File: config.mk
export PLATFORM = sky130hd
export DESIGN_NAME = seg_scan_ctrl
export DESIGN_NICKNAME = d
export VERILOG_FILES = /design/src/rtl/seg_scan_ctrl.sv
export SDC_FILE = /design/constraint.sdc
export NUM_CORES = 1
export LEC_CHECK = 0
export CAP_MARGIN = 25
export CORE_UTILIZATION = 45
export CTS_CLUSTER_SIZE = 14
export DETAILED_ROUTE_END_ITERATION = 16
export GPL_ROUTABILITY_DRIVEN = 0
export HOLD_SLACK_MARGIN = 0.1
export PLACE_DENSITY = 0.72
export SLEW_MARGIN = 20
export SYNTH_ARGS = -nofsm -noshare
export SYNTH_HDL_FRONTEND = slang
export SYNTH_SLANG_ARGS = --single-unit
File: constraint.sdc
create_clock -name clk -period 6.7 [get_ports clk]
set_input_delay 1.675 -clock clk [delete_from_list [all_inputs] [get_ports clk]]
set_output_delay 1.675 -clock clk [all_outputs]
set_load 0.02 [all_outputs]
File: src/rtl/seg_scan_ctrl.sv
// Multiplexed common-anode 7-segment scan controller with 16-level PWM
// brightness and a double-buffered frame loaded over valid/ready.
module seg_scan_ctrl #(
    parameter int NDIG    = 8,
    parameter int SUB_DIV = 781
) (
    input  logic              clk,
    input  logic              reset,
    input  logic [4*NDIG-1:0] upd_data,
    input  logic [NDIG-1:0]   upd_dp,
    input  logic [NDIG-1:0]   upd_en,
    input  logic              upd_valid,
    output logic              upd_ready,
    input  logic [3:0]        brightness,
    output logic [NDIG-1:0]   scan_out,
    output logic [7:0]        seg_out,
    output logic              frame_start
);

    localparam int SW = (SUB_DIV > 1) ? $clog2(SUB_DIV) : 1;
    localparam int IW = $clog2(NDIG);
    localparam logic [SW-1:0] SUB_LAST = SW'(SUB_DIV - 1);
    localparam logic [IW-1:0] IDX_LAST = IW'(NDIG - 1);

    function automatic logic [6:0] hex7(input logic [3:0] h);
        logic [6:0] s;
        case (h)
            4'h0: s = 7'h40;
            4'h1: s = 7'h79;
            4'h2: s = 7'h24;
            4'h3: s = 7'h30;
            4'h4: s = 7'h19;
            4'h5: s = 7'h12;
            4'h6: s = 7'h02;
            4'h7: s = 7'h78;
            4'h8: s = 7'h00;
            4'h9: s = 7'h10;
            4'hA: s = 7'h08;
            4'hB: s = 7'h03;
            4'hC: s = 7'h46;
            4'hD: s = 7'h21;
            4'hE: s = 7'h06;
            4'hF: s = 7'h0E;
        endcase
        return s;
    endfunction

    logic [SW-1:0]     sub_cnt_q, sub_cnt_d;
    logic [3:0]        phase_q, phase_d;
    logic [IW-1:0]     idx_q, idx_d;
    logic [3:0]        bright_q, bright_d;
    logic              pending_q, pending_d;
    logic [4*NDIG-1:0] sh_data_q, sh_data_d;
    logic [NDIG-1:0]   sh_dp_q, sh_dp_d;
    logic [NDIG-1:0]   sh_en_q, sh_en_d;
    logic [4*NDIG-1:0] act_data_q, act_data_d;
    logic [NDIG-1:0]   act_dp_q, act_dp_d;
    logic [NDIG-1:0]   act_en_q, act_en_d;
    logic [NDIG-1:0]   scan_q, scan_d;
    logic [7:0]        seg_q, seg_d;
    logic              fs_q, fs_d;

    logic       sub_wrap;
    logic       phase_wrap;
    logic       slot_start;
    logic       frame_bound;
    logic       lit;
    logic       xfer;
    logic [3:0] cur_nib;

    always_comb begin
        sub_wrap    = (sub_cnt_q == SUB_LAST);
        phase_wrap  = sub_wrap && (phase_q == 4'd15);
        slot_start  = (sub_cnt_q == '0) && (phase_q == 4'd0);
        frame_bound = slot_start && (idx_q == '0);

        sub_cnt_d = sub_wrap ? '0 : sub_cnt_q + 1'b1;
        phase_d   = sub_wrap ? phase_q + 4'd1 : phase_q;
        idx_d     = idx_q;
        if (phase_wrap) begin
            idx_d = (idx_q == IDX_LAST) ? '0 : idx_q + 1'b1;
        end
        bright_d = slot_start ? brightness : bright_q;

        // phase 0 is always dark so ghosting from the previous digit dies out
        lit = (phase_q != 4'd0) && (phase_q <= bright_q) && act_en_q[idx_q];
        cur_nib = act_data_q[4*idx_q +: 4];
        scan_d  = lit ? ~(NDIG'(1) << idx_q) : '1;
        seg_d   = lit ? {~act_dp_q[idx_q], hex7(cur_nib)} : 8'hFF;
        fs_d    = frame_bound;

        xfer       = upd_valid && !pending_q;
        pending_d  = pending_q;
        sh_data_d  = sh_data_q;
        sh_dp_d    = sh_dp_q;
        sh_en_d    = sh_en_q;
        act_data_d = act_data_q;
        act_dp_d   = act_dp_q;
        act_en_d   = act_en_q;
        if (frame_bound && pending_q) begin
            act_data_d = sh_data_q;
            act_dp_d   = sh_dp_q;
            act_en_d   = sh_en_q;
            pending_d  = 1'b0;
        end else if (xfer) begin
            sh_data_d = upd_data;
            sh_dp_d   = upd_dp;
            sh_en_d   = upd_en;
            pending_d = 1'b1;
        end
    end

    // enables come out of reset all-on so a fresh display shows zeros
    always_ff @(posedge clk) begin
        if (reset) begin
            sub_cnt_q  <= '0;
            phase_q    <= '0;
            idx_q      <= '0;
            bright_q   <= '0;
            pending_q  <= 1'b0;
            sh_data_q  <= '0;
            sh_dp_q    <= '0;
            sh_en_q    <= '1;
            act_data_q <= '0;
            act_dp_q   <= '0;
            act_en_q   <= '1;
            scan_q     <= '1;
            seg_q      <= 8'hFF;
            fs_q       <= 1'b0;
        end else begin
            sub_cnt_q  <= sub_cnt_d;
            phase_q    <= phase_d;
            idx_q      <= idx_d;
            bright_q   <= bright_d;
            pending_q  <= pending_d;
            sh_data_q  <= sh_data_d;
            sh_dp_q    <= sh_dp_d;
            sh_en_q    <= sh_en_d;
            act_data_q <= act_data_d;
            act_dp_q   <= act_dp_d;
            act_en_q   <= act_en_d;
            scan_q     <= scan_d;
            seg_q      <= seg_d;
            fs_q       <= fs_d;
        end
    end

    assign upd_ready   = ~pending_q;
    assign scan_out    = scan_q;
    assign seg_out     = seg_q;
    assign frame_start = fs_q;

endmodule

Word-level counts from Yosys, hierarchy flattened
Memory sizes are Yosys's and may differ from the RTL's. A register that Yosys moved wholly into a read port is not among the register bits.
Cells that the tools add are included.
{"block": "word_totals", "ff_bits": 135, "mem_bits_ro": 112, "inputBits": 55, "output_inout_bits": 18, "word_cells": 51, "mem_count": 1}
{"block": "classes", "addsub": 3, "magnitude_cmp": 2, "n_eq_ne": 3, "shifts": 2, "muxes": 5, "n_bitwise": 5, "n_reduce_logical": 16}
{"memory": "(no name shown)", "words": 16, "word_bits": 7, "read_ports": 1, "rd_ports_with_merged_regs": 1, "wr": 0, "line": "27", "source": "case (h)"}
{"operator": "variable part select 32 x 6 -> 4 bit", "count": 1}
{"operator": "adder 10 x 1 -> 10 bit (second input constant)", "count": 1}
{"operator": "equality test 10 bit (second input constant)", "count": 1}
{"operator": "zero test 10 bit", "count": 1}
{"operator": "inverter 8 bit", "count": 1}
{"operator": "<< shifter 1 x 3 -> 8 bit (first input constant)", "count": 1}
{"operator": "logical AND 1 bit", "count": 7}
{"operator": "binary-select mux 1 bit (select 3 bit)", "count": 2}
{"operator": "OR reduction 2 bit", "count": 3}
{"operator": "adder 4 x 1 -> 4 bit (second input constant)", "count": 1}
{"operator": "equality test 4 bit (second input constant)", "count": 1}
{"operator": "less-or-equal comparator 4 bit", "count": 1}
{"operator": "zero test 4 bit", "count": 1}
{"operator": "less-than comparator 3 x 4 -> 1 bit (second input constant)", "count": 1}
{"operator": "inverter 1 bit", "count": 4}
{"operator": "nonzero test 4 bit", "count": 1}
{"operator": "adder 3 x 1 -> 3 bit (second input constant)", "count": 1}
{"operator": "equality test 3 bit (second input constant)", "count": 1}
{"operator": "zero test 3 bit", "count": 1}
{"operator": "two-way mux 3 bit", "count": 1}
{"operator": "two-way mux 1 bit", "count": 2}
{"operator": "AND reduction 2 bit", "count": 1}
{"operator": "zero test 1 bit", "count": 1}

Depth between registers and ports, before layout
Gate-level depths: netlist (run 1).
{"block": "depth", "ltp_word": 6, "mapped_depth": 11}

Worst setup path after synthesis (run 1)
Ideal clock, no wire load.
{"block": "synth_path", "path_type": "in2reg", "startpoint": "in upd_valid", "endpoint": "reg sh_data_q[19]", "arrival_ps": 2587, "required_time_ps": 6630, "slack_ps": 4042, "path_stages": 5, "cell_sequence": "nor2b_1 > clkbuf_1 > clkbuf_1 > nand2_1 > a21oi_1"}
{"block": "synth_between", "elab_chain_len": 2}
{"item": "start, declared", "line": "12", "source": "input logic upd_valid,"}
{"item": "logical AND 1 bit", "line": "92", "source": "xfer = upd_valid && !pending_q;"}
{"item": "AND reduction 2 bit (no source line)"}
{"item": "end signal, assigned", "line": "136", "source": "sh_data_q <= sh_data_d;"}
{"item": "end, declared", "line": "53", "source": "logic [4*NDIG-1:0] sh_data_q, sh_data_d;"}
No other way between the ends.
A chain may end at the register's enable or synchronous reset.

Final worst setup path (run 1)
{"block": "layout_path", "startpoint": "reg pending_q", "endpoint": "out upd_ready"}
{"block": "layout_between", "elab_chain_len": 1}
{"item": "start, declared", "line": "52", "source": "logic pending_q, pending_d;"}
{"item": "start signal, assigned", "line": "135", "source": "pending_q <= pending_d;"}
{"item": "inverter 1 bit", "line": "148", "source": "assign upd_ready = ~pending_q;"}
{"item": "end, declared", "line": "13", "source": "output logic upd_ready,"}
No other way between the ends.

==> flow_summary.ini, run 1 <==
[power_and_ir_drop]
power.leakage_nw = 2.60
swShare_pct = 22.7
power_frac_comb_pct = 8.3
seq_power_share_pct = 44.2
power_w = 0.00194
netSwitchingPower_w = 0.000440
worst_ir_drop_vdd_uv = 139
p_int_w = 0.00150
p_per_area_nw_per_um2 = 279
p_clk_share_pct = 47.5

[clock_tree]
cts_tree = done
cts_hold_buf = 0
htreeDepth = 4
clock-sinks = 135
post_cts_buffers = 0
clockBufferDepth = 2
cts_resized = 0
numCtsBuffers = 17
clock-root-buffer = clkbuf_16
cts.clk_slew.worst_paths_ps = 60
insertion_delay_ps = 410

[timing]
worst_pin_slew_ps = 991
period_needed_ps = 3190
clock.fmax_ghz = 0.313
worst_slack_ps = 3510
slew_viol_final = 0
slew_headroom_pct = 33.9
fin_skew_ps = 9.03
finalHoldViolCount = 0
min_period_over_period_pct = 47.6
finalSetupTns_ps = 0
rsz0062_at_grt = false
setup_viol = 0

[drt]
remaining_drc_errors = 0
drt-initial-drc-count = 291
routed_wl_um = 11100
vias_per_cell = 4.94
dr_total_vias = 4295
wl_per_cell_um = 12.8
first_pass_iters = 5
drtAntennaViolNets = 0

[floorplanning]
coreArea_sq_um = 12100
die_area_sq_um = 12900
rows = 40
die_w_um = 113
io-pin-count = 73
initial_utilization_pct = 46.3
die_y_um = 113

[final_layout]
syn_to_final_growth_pct = 24.6
nets = 765
insertedDiodeCount = 0
final_util_pct = 57.7
n_fill_cell = 1052
drive_gt1_share_pct = 11.5

[critical_path]
end_kind = output port
crit_required_ps = 5030
r2r_slack_ps = 3940
startpoint_type = flip-flop
crit_type = flip-flop to output port
critPathArrivalTime_ps = 1520
cp_max_fo = 5

[placed_design]
hpwlAfterDp_um = 7430
place_ws_ps = 3220
port-buffer-count = 72

[global_route]
grt_pass1_vias = 4261
grt_use_total_pct = 18.7
grt_pass1_wl_um = 19100
grt_max_degree = 112
antenna_found_initial = 0
grt_overflow = 0

[synthesis]
synth_area_leaders = dfxtp_1 48%, nand2_1 14%, a21oi_1 6.6%, mux4_2 4.8%, ha_1 4.5%
synth_top_cell_area_share_pct = 48.4
synth_area_sq_um = 5580
synthCells = 638
ys_seq_area_share_pct = 48.4
ys_warn_count = 0
yosys_register_bits = 135
avgSynthCellArea_sq_um = 8.75
synthArstFlopShare_pct = 0
yosysMostFrequentCell = nand2_1
synth_common_cells = 207 x nand2_1, 135 x dfxtp_1, 74 x a21oi_1
synth_nets = 713
synth.distinct_cells = 40
yosys.area.top_type = dfxtp_1
ys.flop_type = dfxtp_1
synth_edf_count = 0

[hold_path]
hold_path_class = flip-flop to flip-flop

[flow_run]
cap_violations = 0

[outcome]
status = completed
## metal layers
| layer | up-vias | share of wire [%] | GRT usage [%] |
|---|---|---|---|
| met1 | 2007 | 45 | 23.6 |
| li1 | 2193 | - | - |
| met4 | 0 | 0.74 | 6.49 |
| met5 | - | 0 | 0 |
| met2 | 87 | 50 | 30.8 |
| met3 | 8 | 3.5 | 5.10 |
## registers in the layout, indices dropped and copies added, names as in the netlist
signal,flops
pending_q,1
sub_cnt_q,10
phase_q,4
scan_out,8
act_data_q,32
sh_data_q,32
idx_q,3
sh_en_q,8
sh_dp_q,8
bright_q,4
frame_start,1
act_dp_q,8
act_en_q,8
seg_out,8
## cells by family after synthesis
group	share of synthesized area, %
xor gates and xnor gates	1.73
and+or+nand+nor	23.3
muxes	7.04
buffers and inverters	4.95
AOI/OAI and AO/OA	10.1
DFF	48.4
adders and majority gates	4.48
## layout by cell type, fill, tap and decap left out, types with 3 or more instances in the layout
master           count
nand2_1            207
mux4_2              12
nand4_1              3
clkdlybuf4s50_1     71
nand2_2             11
ha_1                20
clkinv_2             4
o21ai_0              3
xor2_1               6
mux2i_1             10
o211ai_1             3
bufinv_16            3
dfxtp_1            134
nand3_1             12
xnor2_1              5
nand3b_1            16
a21oi_1             74
o21ai_1              3
inv_1               18
nor2_1              25
clkinvlp_4           5
a21oi_2             10
clkbuf_16           17
## area by class of cell
cell class                 instances  area, sq um  share of cell area [%]
multi-input combinational        443         2610                    37.6
clock buffer                      18          439                    6.31
sequential                       135         2700                    38.9
tap                              168          210                    3.02
timing repair buffer              75          764                    11.0
clock inverter                    13          156                    2.25
inverter                          18         67.6                   0.971
## path summary, 6_finish.rpt
check / startpoint / end / cells after the start
worst max-delay path: pending_q$_SDFFE_PP0P_ / upd_ready / 2
worst min register to register: sh_data_q[14]$_SDFFE_PP0P_ / act_data_q[14]$_SDFFE_PP0P_ / 2
worst max register to register: phase_q[1]$_SDFFE_PP0P_ / act_data_q[7]$_SDFFE_PP0P_ / 8
worst min-delay path: sh_data_q[14]$_SDFFE_PP0P_ / act_data_q[14]$_SDFFE_PP0P_ / 2
## stage by stage
stage          hold slack [ps]  area [sq um]  cells
2_1_floorplan              432          5580    638
3_3_place_gp               440          6330    838
3_5_place_dp               442          6330    838
4_1_cts                    448          6920    869
5_1_grt                    469          6960    870
6_report                   450          6960    870
## power by group through the flow
stage | clock network (W) | registers [W] | logic, W
after global routing | 0.000979 | 0.000861 | 0.000181
after floorplan | 0 | 0.000869 | 0.000108
final | 0.000922 | 0.000857 | 0.000161
after global placement | 0 | 0.000873 | 0.000154
after CTS | 0.000938 | 0.000857 | 0.000159
after detailed placement | 0 | 0.000875 | 0.000158
## critical path, stage by stage (launching register included)
cell             delay, ps
dfxtp_1                460
inv_1                  100
clkdlybuf4s50_1        550
Power figures use the tool's default switching activity.
==> inputs of run 2 (changes only) <==
PLACE_DENSITY = 0.75   (was 0.72)
clock period = 2.6 ns   (was 6.7 ns; I/O delays follow)
==> run 2 against run 1 <==
  * Die area unchanged
  * Global-route usage up 0.62 points
  * Cell count rose by 1.7%
  * Clock skew is 1.0 ps lower
  * Critical path type is now flip-flop to flip-flop
  * Critical endpoint is now seg_out[0]$_SDFF_PP1_
==> flow_summary.ini, run 2 (same netlist as run 1, synthesis figures left out) <==
[outcome]
status = completed

[drt]
vias_per_cell = 4.96
remaining_drc_errors = 0
wl_per_cell_um = 13.0
drt-initial-drc-count = 274
drtAntennaViolNets = 0
first_pass_iters = 4
routed_wl_um = 11500
dr_total_vias = 4393

[final_layout]
reg_top3 = act_data_q x32, sh_data_q x32, sub_cnt_q x10
final_common_cell = nand2_1
insertedDiodeCount = 0
syn_to_final_growth_pct = 26.4
final_cell_mix = 207 x nand2_1, 135 x dfxtp_1, 74 x a21oi_1
final_util_pct = 58.5
final_area_sq_um = 7060
nets = 780
drive_gt1_share_pct = 13.2

[clock_tree]
post_cts_buffers = 0
clockBufferDepth = 2
clock-root-buffer = clkbuf_16
cts_resized = 0
cts_tree = done
numCtsBuffers = 17
cts_hold_buf = 0
clock-sinks = 135
htreeDepth = 4
cts.clk_slew.worst_paths_ps = 60
insertion_delay_ps = 410

[critical_path]
startpoint_type = flip-flop
cp_max_fo = 7
crit_type = flip-flop to flip-flop
worst_path_max_delay_cell = dfxtp_1
path_cells = buf_4, mux4_2, nand2_1, nand2_1, ha_1, or3_1, o21ai_1, o21ai_1
end_kind = flip-flop
critPathArrivalTime_ps = 2620
crit_required_ps = 2890
crit_path_max_incr_delay_ps = 530

[power_and_ir_drop]
power.leakage_nw = 2.68
p_per_area_nw_per_um2 = 699
worst_ir_drop_vdd_uv = 435

[timing]
min_period_over_period_pct = 89.4
finalSetupTns_ps = 0
fin_skew_ps = 8.01
slew_viol_final = 0
period_needed_ps = 2330
setup_viol = 0
slew_headroom_pct = 69.4
rsz0062_at_grt = false
worst_pin_slew_ps = 458
worst_slack_ps = 274
finalHoldViolCount = 0
clock.fmax_ghz = 0.430

[floorplanning]
rows = 40
coreArea_sq_um = 12100
die_w_um = 113
initial_utilization_pct = 46.3
io-pin-count = 73
die_area_sq_um = 12900
die_y_um = 113

[global_route]
grt_overflow = 0
grt_use_total_pct = 19.3
grt_pass1_wl_um = 19400
grt_pass1_vias = 4255
grt_max_degree = 49
antenna_found_initial = 0

[placed_design]
place_ws_ps = 210
port-buffer-count = 72
place_area_sq_um = 6430
hpwlAfterDp_um = 8090

[flow_run]
cap_violations = 0

[hold_path]
hold_path_class = flip-flop to flip-flop
==> run 2: cell types whose count changed in the layout (fill, tap and decap cells not counted) <==
cell / previous run / this run
buf_12: 0 / 2
buf_16: 1 / 0
buf_4: 2 / 17
buf_6: 1 / 0
bufinv_16: 3 / 1
clkbuf_8: 1 / 5
clkinv_2: 4 / 1
clkinv_4: 1 / 3
clkinvlp_4: 5 / 3
dfxtp_1: 134 / 135
dfxtp_2: 1 / 0
inv_6: 0 / 1
==> run 2: critical path, delay by kind of cell (launching register included) <==
family | cells | cell delay [ps]
buffers and inverters | 1 | 210
adder cells (fa/ha/maj) | 1 | 230
AND/OR/NAND/NOR | 3 | 580
flip-flops | 1 | 530
AO/OA/AOI/OAI | 2 | 170
multiplexers | 1 | 490
==> run 2: area by class of cell <==
class | count | area [sq um]
Fill cell | 1041 | 5000
Sequential cell | 135 | 2700
Inverter | 18 | 67.6
Clock inverter | 9 | 92.6
Multi-Input combinational cell | 443 | 2610
Clock buffer | 22 | 494
Timing Repair Buffer | 90 | 878
Tap cell | 168 | 210
==> run 2: routing by layer <==
metal  global-route usage, %  wire (um)
met1                    23.0       5090
met2                    32.7       5660
met3                    5.79        622
met4                    7.54         97
met5                       0          0
==> run 2: where the power goes <==
group	internal [W]	leakage (nW)	switching, W	total, W
registers	0.00216	1.10	0.0000556	0.00221
clock network	0.00144	0.281	0.000852	0.00229
logic	0.000201	1.30	0.000230	0.000430
total	0.00380	2.68	0.00114	0.00494
==> run 2: worst paths after layout <==
kind	cells past startpoint	slack (ps)	to	start
worst max register to register	8	270	seg_out[0]$_SDFF_PP1_	idx_q[0]$_SDFFE_PP0P_
worst max-delay path	8	270	seg_out[0]$_SDFF_PP1_	idx_q[0]$_SDFFE_PP0P_
worst min-delay path	2	450	act_data_q[12]$_SDFFE_PP0P_	act_data_q[12]$_SDFFE_PP0P_
worst min register to register	2	450	act_data_q[12]$_SDFFE_PP0P_	act_data_q[12]$_SDFFE_PP0P_
==> run 2: per-stage QoR <==
step	power, W	hold WS (ps)	instances
detailed placement	0.00269	445	849
CTS	0.00499	454	880
finish	0.00494	453	885
global placement	0.00267	442	849
floorplan	0.00252	432	638
global route	0.00515	468	885
